[config.mk]
export PLATFORM = sky130hd
export DESIGN_NAME = player_proj_controller
export DESIGN_NICKNAME = d
export VERILOG_FILES = /design/src/rtl/player_proj_controller_pkg.sv /design/src/rtl/player_proj_controller_proj_slot.sv /design/src/rtl/player_proj_controller.sv
export SDC_FILE = /design/constraint.sdc
export NUM_CORES = 1
export LEC_CHECK = 0
export ABC_AREA = 0
export CAP_MARGIN = 20
export CORE_AREA = 2 2 82 84
export DETAILED_ROUTE_END_ITERATION = 16
export DIE_AREA = 0 0 84 86
export PLACE_DENSITY = 0.91
export SYNTH_ARGS = -nofsm -noshare
export SYNTH_HDL_FRONTEND = slang
export SYNTH_SLANG_ARGS = --single-unit
[constraint.sdc]
create_clock -name clk_master -period 4.32 [get_ports clk_master]
set_input_delay 0.864 -clock clk_master [delete_from_list [all_inputs] [get_ports clk_master]]
set_output_delay 0.864 -clock clk_master [all_outputs]
set_load 0.05 [all_outputs]
[src/rtl/player_proj_controller_pkg.sv]
// Shared game constants: playfield geometry, player/projectile sizes and
// the bus widths used by the player and projectile controllers.
package player_proj_controller_pkg;

    localparam int X_W          = 10;
    localparam int Y_W          = 9;
    localparam int NUM_SLOTS    = 3;

    localparam int PLAYER_Y     = 440;
    localparam int PLAYER_W     = 32;
    localparam int PROJ_W       = 4;
    localparam int PROJ_H       = 8;
    localparam int PROJ_STEP    = 4;
    localparam int TOP_BOUNDARY = 0;
    localparam int COOLDOWN     = 8;

    localparam int CD_W         = $clog2(COOLDOWN + 1);

    // Projectiles leave the muzzle just above the player's top edge.
    localparam logic [Y_W-1:0] SPAWN_Y  = Y_W'(PLAYER_Y - PROJ_H);
    // Any Y below this cannot take another full step without crossing the top.
    localparam logic [Y_W-1:0] RETIRE_Y = Y_W'(TOP_BOUNDARY + PROJ_STEP);
    localparam logic [Y_W-1:0] STEP_Y   = Y_W'(PROJ_STEP);

    // Muzzle X: projectile centred on the player, wrapping at X_W bits.
    function automatic logic [X_W-1:0] spawn_x(input logic [X_W-1:0] player_x);
        return player_x + X_W'((PLAYER_W - PROJ_W) / 2);
    endfunction

endpackage

[src/rtl/player_proj_controller_proj_slot.sv]
// One projectile slot: loads on spawn, climbs on each step, and clears on a
// hit or when it would cross the top boundary. Idle slots read as X=0, Y=0.
module proj_slot
    import player_proj_controller_pkg::*;
(
    input  logic           clk_master,
    input  logic           rst,
    input  logic           load,
    input  logic [X_W-1:0] loadX,
    input  logic [Y_W-1:0] loadY,
    input  logic           hit,
    input  logic           step,
    output logic           active,
    output logic [X_W-1:0] X,
    output logic [Y_W-1:0] Y
);

    logic           active_q, active_d;
    logic [X_W-1:0] x_q, x_d;
    logic [Y_W-1:0] y_q, y_d;

    // Next state: live slots react to hit/step only; free slots accept a load.
    always_comb begin
        active_d = active_q;
        x_d      = x_q;
        y_d      = y_q;
        if (active_q) begin
            if (hit) begin
                active_d = 1'b0;
                x_d      = '0;
                y_d      = '0;
            end else if (step) begin
                if (y_q < RETIRE_Y) begin
                    active_d = 1'b0;
                    x_d      = '0;
                    y_d      = '0;
                end else begin
                    y_d = y_q - STEP_Y;
                end
            end
        end else if (load) begin
            active_d = 1'b1;
            x_d      = loadX;
            y_d      = loadY;
        end
    end

    // Slot state registers, cleared by reset even mid-flight.
    always_ff @(posedge clk_master) begin
        if (rst) begin
            active_q <= 1'b0;
            x_q      <= '0;
            y_q      <= '0;
        end else begin
            active_q <= active_d;
            x_q      <= x_d;
            y_q      <= y_d;
        end
    end

    assign active = active_q;
    assign X      = x_q;
    assign Y      = y_q;

endmodule

[src/rtl/player_proj_controller.sv]
// Player projectile stage: fire-edge detection, spawn cooldown, lowest-free
// slot selection, and three independent projectile slots.
module player_proj_controller
    import player_proj_controller_pkg::*;
(
    input  logic                 clk_master,
    input  logic                 rst,
    input  logic                 pulse_stepCycle,
    input  logic                 gameActive,
    input  logic                 fire,
    input  logic [X_W-1:0]       playerX,
    input  logic [NUM_SLOTS-1:0] projHit,
    output logic [NUM_SLOTS-1:0] projActive,
    output logic [X_W-1:0]       proj1X,
    output logic [X_W-1:0]       proj2X,
    output logic [X_W-1:0]       proj3X,
    output logic [Y_W-1:0]       proj1Y,
    output logic [Y_W-1:0]       proj2Y,
    output logic [Y_W-1:0]       proj3Y,
    output logic [X_W-1:0]       projW,
    output logic [Y_W-1:0]       projH
);

    logic                 fire_prev_q;
    logic [CD_W-1:0]      cooldown_q, cooldown_d;
    logic                 fire_req;
    logic                 spawn;
    logic [NUM_SLOTS-1:0] slot_active;
    logic [NUM_SLOTS-1:0] free_sel;
    logic [NUM_SLOTS-1:0] load_vec;
    logic [X_W-1:0]       slot_x [NUM_SLOTS];
    logic [Y_W-1:0]       slot_y [NUM_SLOTS];
    logic [X_W-1:0]       muzzle_x;

    assign fire_req = fire & ~fire_prev_q;
    assign spawn    = fire_req & gameActive & (cooldown_q == '0) & ~(&slot_active);
    assign muzzle_x = spawn_x(playerX);

    // Priority encoder: descending scan so the lowest free index wins.
    always_comb begin
        free_sel = '0;
        for (int i = NUM_SLOTS - 1; i >= 0; i--) begin
            if (!slot_active[i]) begin
                free_sel = NUM_SLOTS'(1) << i;
            end
        end
    end

    assign load_vec = spawn ? free_sel : '0;

    // Cooldown: a spawn reloads (and wins over a same-cycle step), steps count down to 0.
    always_comb begin
        cooldown_d = cooldown_q;
        if (spawn) begin
            cooldown_d = CD_W'(COOLDOWN);
        end else if (pulse_stepCycle && (cooldown_q != '0)) begin
            cooldown_d = cooldown_q - CD_W'(1);
        end
    end

    // Fire edge history and cooldown registers.
    always_ff @(posedge clk_master) begin
        if (rst) begin
            fire_prev_q <= 1'b0;
            cooldown_q  <= '0;
        end else begin
            fire_prev_q <= fire;
            cooldown_q  <= cooldown_d;
        end
    end

    genvar gi;
    generate
        for (gi = 0; gi < NUM_SLOTS; gi++) begin : g_slot
            proj_slot u_slot (
                .clk_master (clk_master),
                .rst        (rst),
                .load       (load_vec[gi]),
                .loadX      (muzzle_x),
                .loadY      (SPAWN_Y),
                .hit        (projHit[gi]),
                .step       (pulse_stepCycle),
                .active     (slot_active[gi]),
                .X          (slot_x[gi]),
                .Y          (slot_y[gi])
            );
        end
    endgenerate

    assign projActive = slot_active;
    assign proj1X     = slot_x[0];
    assign proj2X     = slot_x[1];
    assign proj3X     = slot_x[2];
    assign proj1Y     = slot_y[0];
    assign proj2Y     = slot_y[1];
    assign proj3Y     = slot_y[2];
    assign projW      = X_W'(PROJ_W);
    assign projH      = Y_W'(PROJ_H);

endmodule

==> out/summary.log <==
qor: route.drc 0
qor: power.power.leakage 1.38 nW
qor: synthesis.post_synth_inst_count 369
qor: setup_path.cp-end-kind flop
qor: timing.achievable-frequency 359 MHz
qor: synthesis.synth-seq-area-share 38.5%
qor: timing.final_period_minus_worst_setup_slack 2790 ps
qor: cts.tritoncts yes
qor: synthesis.yosys_warnings 0
qor: setup_path.crit_path_max_fanout 14
qor: min_path.hold_path.startpoint g_slot[1].u_slot.X[8]
qor: power.worst_ir_drop_vdd 0.271 mV
qor: grt.global_route.usage.total 23.4%
qor: place.finalWeightedCongestion 0.880
qor: min_path.timing.hold.worst_endpoint g_slot[1].u_slot.X[8]
qor: timing.finalSetupTns 0 ps
qor: min_path.worst_hold_path.num_cells 2
qor: cts.hold_buffers 0
qor: floorplanning.die_area 7220 um^2
qor: timing.clock_skew 9.67 ps
qor: synthesis.synth_enable_flop_cells 0
qor: power.total_power 1.87 mW
qor: layout.post_route_cells_drive_above_1_share 5.95%
qor: setup_path.crit_arrival 2990 ps
qor: floorplanning.placeableCoreArea 6280 um^2
qor: setup_path.timing.rr.end g_slot[1].u_slot.X[1]
qor: synthesis.netlist-cell-type-count 61
qor: grt.initial_antenna_violation_count 0
qor: floorplanning.floorplan.initialDensity 48.8%
qor: floorplanning.die_w 84 um
qor: timing.report.final.hold_viol_count 0
qor: min_path.hp-class reg -> reg
qor: place.hpwl 5760 um
qor: layout.design.final.nets 456
qor: grt.grt_first_pass_wirelength 13300 um
qor: timing.setup_viol 0
qor: timing.worst_slew_margin_rel 47.3%
qor: run_status.status finished, final reports clean
qor: cts.clock_path_buffers 2
qor: setup_path.crit_path_start_kind input port
qor: synthesis.synth.top_cells.by_area sky130_fd_sc_hd__dfxtp_1 39%, sky130_fd_sc_hd__buf_4 6.9%, sky130_fd_sc_hd__a21oi_1 4.2%
qor: synthesis.area_of_the_mapped_netlist 3070 um^2
qor: route.detail-route-antenna-nets 0
qor: timing.timing.final.max_slew_violations 0
qor: synthesis.synth_flop_cell sky130_fd_sc_hd__dfxtp_1
qor: synthesis.synth_area_leader_cell sky130_fd_sc_hd__dfxtp_1
qor: synthesis.netlist.area_leader.share 38.5%
qor: layout.final_cell_mix 71 x sky130_fd_sc_hd__clkdlybuf4s50_1, 59 x sky130_fd_sc_hd__dfxtp_1, 26 x sky130_fd_sc_hd__nand2_1, 26 x sky130_fd_sc_hd__a21oi_1, 25 x sky130_fd_sc_hd__conb_1
qor: layout.final_common_cell sky130_fd_sc_hd__clkdlybuf4s50_1
qor: layout.num-fill-cells 513
qor: flow_run.timing.max_cap.violations 0
qor: floorplanning.num_io_pins 97
qor: synthesis.synthesized_area_per_cell 8.31 um^2
qor: route.first_iter_violations 288
qor: cts.clockRootBuffer sky130_fd_sc_hd__clkbuf_8
qor: floorplanning.placementRows 29
qor: cts.clock_latency_reported_for_the_late_side_of_the_worst_skew_pair 350 ps
qor: layout.areaGrowthSynthToFinish 28.9%
qor: setup_path.worst-r2r-cell-count 6
qor: grt.vias_in_the_first_global_route 2724
qor: route.drt-pass1-iter-count 5
qor: setup_path.timing.critical_path.required 4530 ps
qor: cts.number_of_cts_inserted_buffers 9
qor: timing.least_margin_pin_slew 785 ps
qor: setup_path.register_to_register_setup_slack 1910 ps
qor: power.power_density 474 nW/um^2
qor: cts.post-cts-setup-buffers 0
qor: place.port_buffers 71
qor: cts.htree_levels 3
qor: setup_path.reg2reg_from cooldown_q[0]
qor: timing.rsz0062_at_grt no
qor: route.route.vias.total 3015
qor: cts.tritoncts_num_sinks 59
qor: grt.overflow 0
qor: route.wl 8210 um
qor: synthesis.ff_latch_count_synth 59
qor: route.viasPerCell 5.87
qor: timing.final.period_utilization 64.5%
qor: route.wl_per_cell 16.0 um
qor: layout.n_antenna_cell 0
qor: synthesis.synthArstFlopShare 0%
qor: floorplanning.die_h 86 um
qor: cts.cts.repair.resized 0
qor: setup_path.criticalPathCategory in -> reg
qor: grt.pin_count_of_the_biggest_net_entering_global_routing 40
qor: cts.clk_pin_slew 60 ps
## power breakdown
part           internal (mW)  switching, mW
logic                  0.193          0.378
registers              0.595         0.0544
clock network          0.430          0.224
total                   1.22          0.655
## flip-flops by register name (all words and copies together), names as in the netlist
signal / cells
g_slot.u_slot.active: 3
g_slot.u_slot.X: 30
fire_prev_q: 1
cooldown_q: 4
g_slot.u_slot.Y: 21
## metal layers
metal | part of all wire [%] | global-route usage [%] | wire (um) | up-vias
li1 | - | - | - | 1418
met2 | 47 | 36.2 | 3870 | 171
met1 | 42 | 30.6 | 3460 | 1402
met5 | 0 | 0 | 0 | -
met4 | 3.1 | 10.7 | 255 | 0
met3 | 7.7 | 6.35 | 628 | 24
## how the worst max path moves through the flow
stage	startpoint	to	slack, ps	cells past startpoint
final	fire	g_slot[1].u_slot.X[1]	1530	5
after global routing	pulse_stepCycle	g_slot[2].u_slot.X[6]	1420	5
after CTS	fire	g_slot[1].u_slot.X[0]	1590	5
after detailed placement	pulse_stepCycle	g_slot[2].u_slot.X[7]	1270	5
after global placement	fire	g_slot[1].u_slot.X[0]	1340	5
after floorplan	gameActive	g_slot[1].u_slot.X[0]	2250	5
## cells by family (layout without fill, tap and decap cells)
kind of cell / count (synthesis) / in the layout / synth area share, %
DFF: 59 / 59 / 38.5
muxes: 1 / 1 / 0.327
and+or+nand+nor: 118 / 118 / 20.5
buffers and inverters: 67 / 112 / 12.0
other: 2 / 25 / 0.245
xor gates and xnor gates: 7 / 7 / 2.00
AOI/OAI and AO/OA: 109 / 109 / 24.0
adders and majority gates: 6 / 6 / 2.45
## final cells by class
cell class	instances	area, um^2	area share (%)
Multi-Input combinational cell	266	1600	40.6
Sequential cell	59	1180	29.9
Timing Repair Buffer	72	718	18.2
Clock buffer	12	165	4.18
Tap cell	77	96.3	2.44
Clock inverter	4	95.1	2.41
Inverter	24	90.1	2.28
## cells in the mapped netlist, types with 6 or more instances
master                     number
sky130_fd_sc_hd__ha_1           6
sky130_fd_sc_hd__nand2_1       26
sky130_fd_sc_hd__o21ai_0       24
sky130_fd_sc_hd__dfxtp_1       59
sky130_fd_sc_hd__nor3_1        17
sky130_fd_sc_hd__nor2_1        18
sky130_fd_sc_hd__a21oi_1       26
sky130_fd_sc_hd__nand2b_1       9
sky130_fd_sc_hd__inv_1         24
sky130_fd_sc_hd__clkbuf_1      11
sky130_fd_sc_hd__buf_4         28
sky130_fd_sc_hd__nand3_1       13
sky130_fd_sc_hd__o32ai_1       13
## worst max-delay path: stages
cell                              delay [ps]
sky130_fd_sc_hd__clkdlybuf4s50_1         540
sky130_fd_sc_hd__nand4b_1                310
sky130_fd_sc_hd__or3_1                   690
sky130_fd_sc_hd__a22oi_4                 440
sky130_fd_sc_hd__o32ai_1                 150
## per-stage QoR
| stage | hold slack, ps | utilization, % | setup slack, ps | instances | instance area, um^2 |
|---|---|---|---|---|---|
| 5_1_grt | 497 | 62.9 | 1420 | 514 | 3950 |
| 6_report | 474 | 62.9 | 1530 | 514 | 3950 |
| 2_1_floorplan | 491 | - | 2250 | 392 | 3150 |
| 3_5_place_dp | 463 | 58.8 | 1270 | 498 | 3690 |
| 4_1_cts | 479 | 62.9 | 1590 | 514 | 3950 |
| 3_3_place_gp | 459 | 58.8 | 1340 | 498 | 3690 |
No activity file was read; power rests on OpenSTA's default activity.
==> patch (same settings) <==
Register the output `proj2Y`, cleared by the reset; this adds one clock of latency there. The other outputs are not delayed to match.
--- a/src/rtl/player_proj_controller.sv
+++ b/src/rtl/player_proj_controller.sv
@@ -93,5 +93,11 @@
     assign proj3X     = slot_x[2];
     assign proj1Y     = slot_y[0];
-    assign proj2Y     = slot_y[1];
+    always_ff @(posedge clk_master) begin
+        if (rst) begin
+            proj2Y <= '0;
+        end else begin
+            proj2Y <= slot_y[1];
+        end
+    end
     assign proj3Y     = slot_y[2];
     assign projW      = X_W'(PROJ_W);
Formal check against the unedited RTL: no difference found for any inputs over 10 cycles, from zero or initial values and one cycle with rst high; that may be too few to reach the edited logic, so the function may still have changed.
==> patch against the original RTL <==
- area after synthesis increased by 0.41%
- design area decreased by 0.35%
- clock power decreased by 17%
- clock skew increased by 0.0031 ns
- sequential cell count increased by 7
- worst setup slack got worse by 0.080 ns
- wire length decreased by 8.2%
- fmax decreased by 2.8%
- critical path depth unchanged
- total power decreased by 4.3%
==> patch: results (changes against the original RTL) <==
| Metric | Value |
|---|---|
| Largest delay share family, worst path | compound AO/OA/AOI/OAI gates |
| Later-pin clock latency in the skew report | 0.35 ns (about the same) |
| Status | finished, final reports clean |
| Count of buffers added by post-CTS timing repair for setup | 0 (unchanged) |
| Number of antenna violations at the first check in global routing | 0 (unchanged) |
| Synthesis warning total | 0 (unchanged) |
| Clock Tree Root | sky130_fd_sc_hd__clkbuf_8 |
| Top cells by count, synth | sky130_fd_sc_hd__dfxtp_1 (66), sky130_fd_sc_hd__buf_4 (28), sky130_fd_sc_hd__nor2_1 (24), sky130_fd_sc_hd__inv_1 (23), sky130_fd_sc_hd__a21oi_1 (19) |
| Post-CTS clock slew at the launch and capture registers of the worst setup and hold paths | 0.08 ns (+0.02 ns) |
| Number of design-rule violations left by the first detailed-router iteration | 178 (-38%) |
| Global Route Usage Sum | 0.2149 (-0.01921) |
| H-tree Lvls | 3 (unchanged) |
| Wire length of the first global-routing pass | 12480 um (-6.3%) |
| Part of the Yosys area used for sequential elements | 0.4293 (+0.04396) |
| Via count of the first global-routing pass | 2659 (-2.4%) |
| RD Place Congestion | 0.9070 (+3.0%) |
| Headroom to the max-slew limit | 0.3636 (-0.1097) |
| Fill cell instance count of the final layout | 497 (-3.1%) |
| Worst min path class | reg -> reg |
| PostCTS Resize Cnt | 0 (unchanged) |
| Max stage delay cell, worst path | sky130_fd_sc_hd__a21oi_1 |
| Main area contributors after synthesis | sky130_fd_sc_hd__dfxtp_1 (43%), sky130_fd_sc_hd__buf_4 (6.8%), sky130_fd_sc_hd__o2bb2ai_1 (3.4%) |
| Number of buffer cells added on primary ports | 71 (unchanged) |
| Static Leak | 0.001454 uW (+5.1%) |
| Number of standard cells after synthesis | 344 (-6.8%) |
| Half-perimeter wire length after detailed placement | 5494 um (-4.6%) |
| Final-report hold violation count | 0 (unchanged) |
| Final Net Count | 436 (-4.4%) |
| Number of vias in the routed layout | 2764 (-8.3%) |
| Instance count after placement with tap cells included | 478 (-4.0%) |
| Diode insertion count for antenna repair | 0 (unchanged) |
| Delay of the slowest critical-path stage | 0.71 ns (+0.02 ns) |
| Inserted Clock Buffers | 9 (unchanged) |
| Worst setup timing slack at the placement stage | 1.146 ns (-0.1209 ns) |
| Worst-case reg-to-reg path depth | 6 (unchanged) |
| Clock tree skew after final layout | 0.01276 ns (+0.003089 ns) |
| Switching power | 653.9 uW (-0.23%) |
| Share of cells above drive strength 1 | 0.06475 (+0.005252) |
| Wire length after detailed routing | 7537 um (-8.2%) |
| Clock buffer depth | 2 (unchanged) |
| Endpoint arrival time on the critical path | 3.16 ns (+0.17 ns) |
| Largest register FFs | 30 (unchanged) |
| Number of search-and-repair iterations in the first detailed-routing pass | 4 (-1) |
| Netlist cell types | 51 (-16%) |
| Worst IR drop on VDD | 0.2641 mV (-2.4%) |
| Instance count along the most critical hold path | 1 (-1) |
| Via-to-Cell Ratio | 5.595 (-4.6%) |
| Async SR Flop Fraction | 0 (unchanged) |
| Largest net degree at the start of global routing | 27 (-33%) |
| Maximum fanout along the worst path | 10 (-4) |
## patch: cell count changes after synthesis, moves of 7 or more
| cell | delta |
|---|---|
| sky130_fd_sc_hd__a21oi_1 | -7 |
| sky130_fd_sc_hd__a22o_1 | +10 |
| sky130_fd_sc_hd__dfxtp_1 | +7 |
| sky130_fd_sc_hd__nand2_1 | -14 |
| sky130_fd_sc_hd__o21ai_0 | -11 |
| sky130_fd_sc_hd__o2bb2ai_1 | +12 |
## patch: cells by family after synthesis
kind of cell    Yosys count  synth area share
xor+xnor                 11           0.03130
simple gates            102            0.1801
compound gates           95            0.2215
other cells               2          0.002440
flops                    66            0.4293
buf+inv                  62            0.1110
fa+ha+maj                 6           0.02439
## patch: power by group through the flow
stage / Combinational (uW) / Sequential (uW) / Clock, uW
3_3_place_gp: 519 / 718 / 0
2_1_floorplan: 328 / 807 / 0
5_1_grt: 592 / 715 / 575
6_report: 543 / 708 / 542
4_1_cts: 541 / 707 / 551
3_5_place_dp: 536 / 720 / 0
## patch: metal layers
metal,global-route usage,share of wire
met5,0,0
met4,0.08065,0.023
met3,0.05101,0.055
met2,0.3636,0.49
met1,0.2675,0.43
## patch: path summary, 6_finish.rpt
check,from,end,slack [ns]
worst max-delay path,pulse_stepCycle,g_slot[1].u_slot.X[0],1.45
worst min-delay path,g_slot[2].u_slot.X[5],g_slot[2].u_slot.X[5],0.47
worst max register to register,cooldown_q[0],g_slot[1].u_slot.X[0],1.94
worst min register to register,g_slot[2].u_slot.X[5],g_slot[2].u_slot.X[5],0.47
## patch: through the flow
stage / cell area (um^2) / hold WS, ns
after CTS: 3936 / 0.4703
after floorplan: 3164 / 0.4689
after global routing: 3936 / 0.4794
after detailed placement: 3731 / 0.4472
after global placement: 3731 / 0.4543
final: 3936 / 0.4727
## patch: layout make-up
type | count | share of cell area
inverter | 23 | 0.02193
clock buffer | 13 | 0.04037
sequential | 66 | 0.3357
clock inverter | 3 | 0.01176
timing repair buffer | 73 | 0.1844
tap | 77 | 0.02448
multi-input combinational | 239 | 0.3814
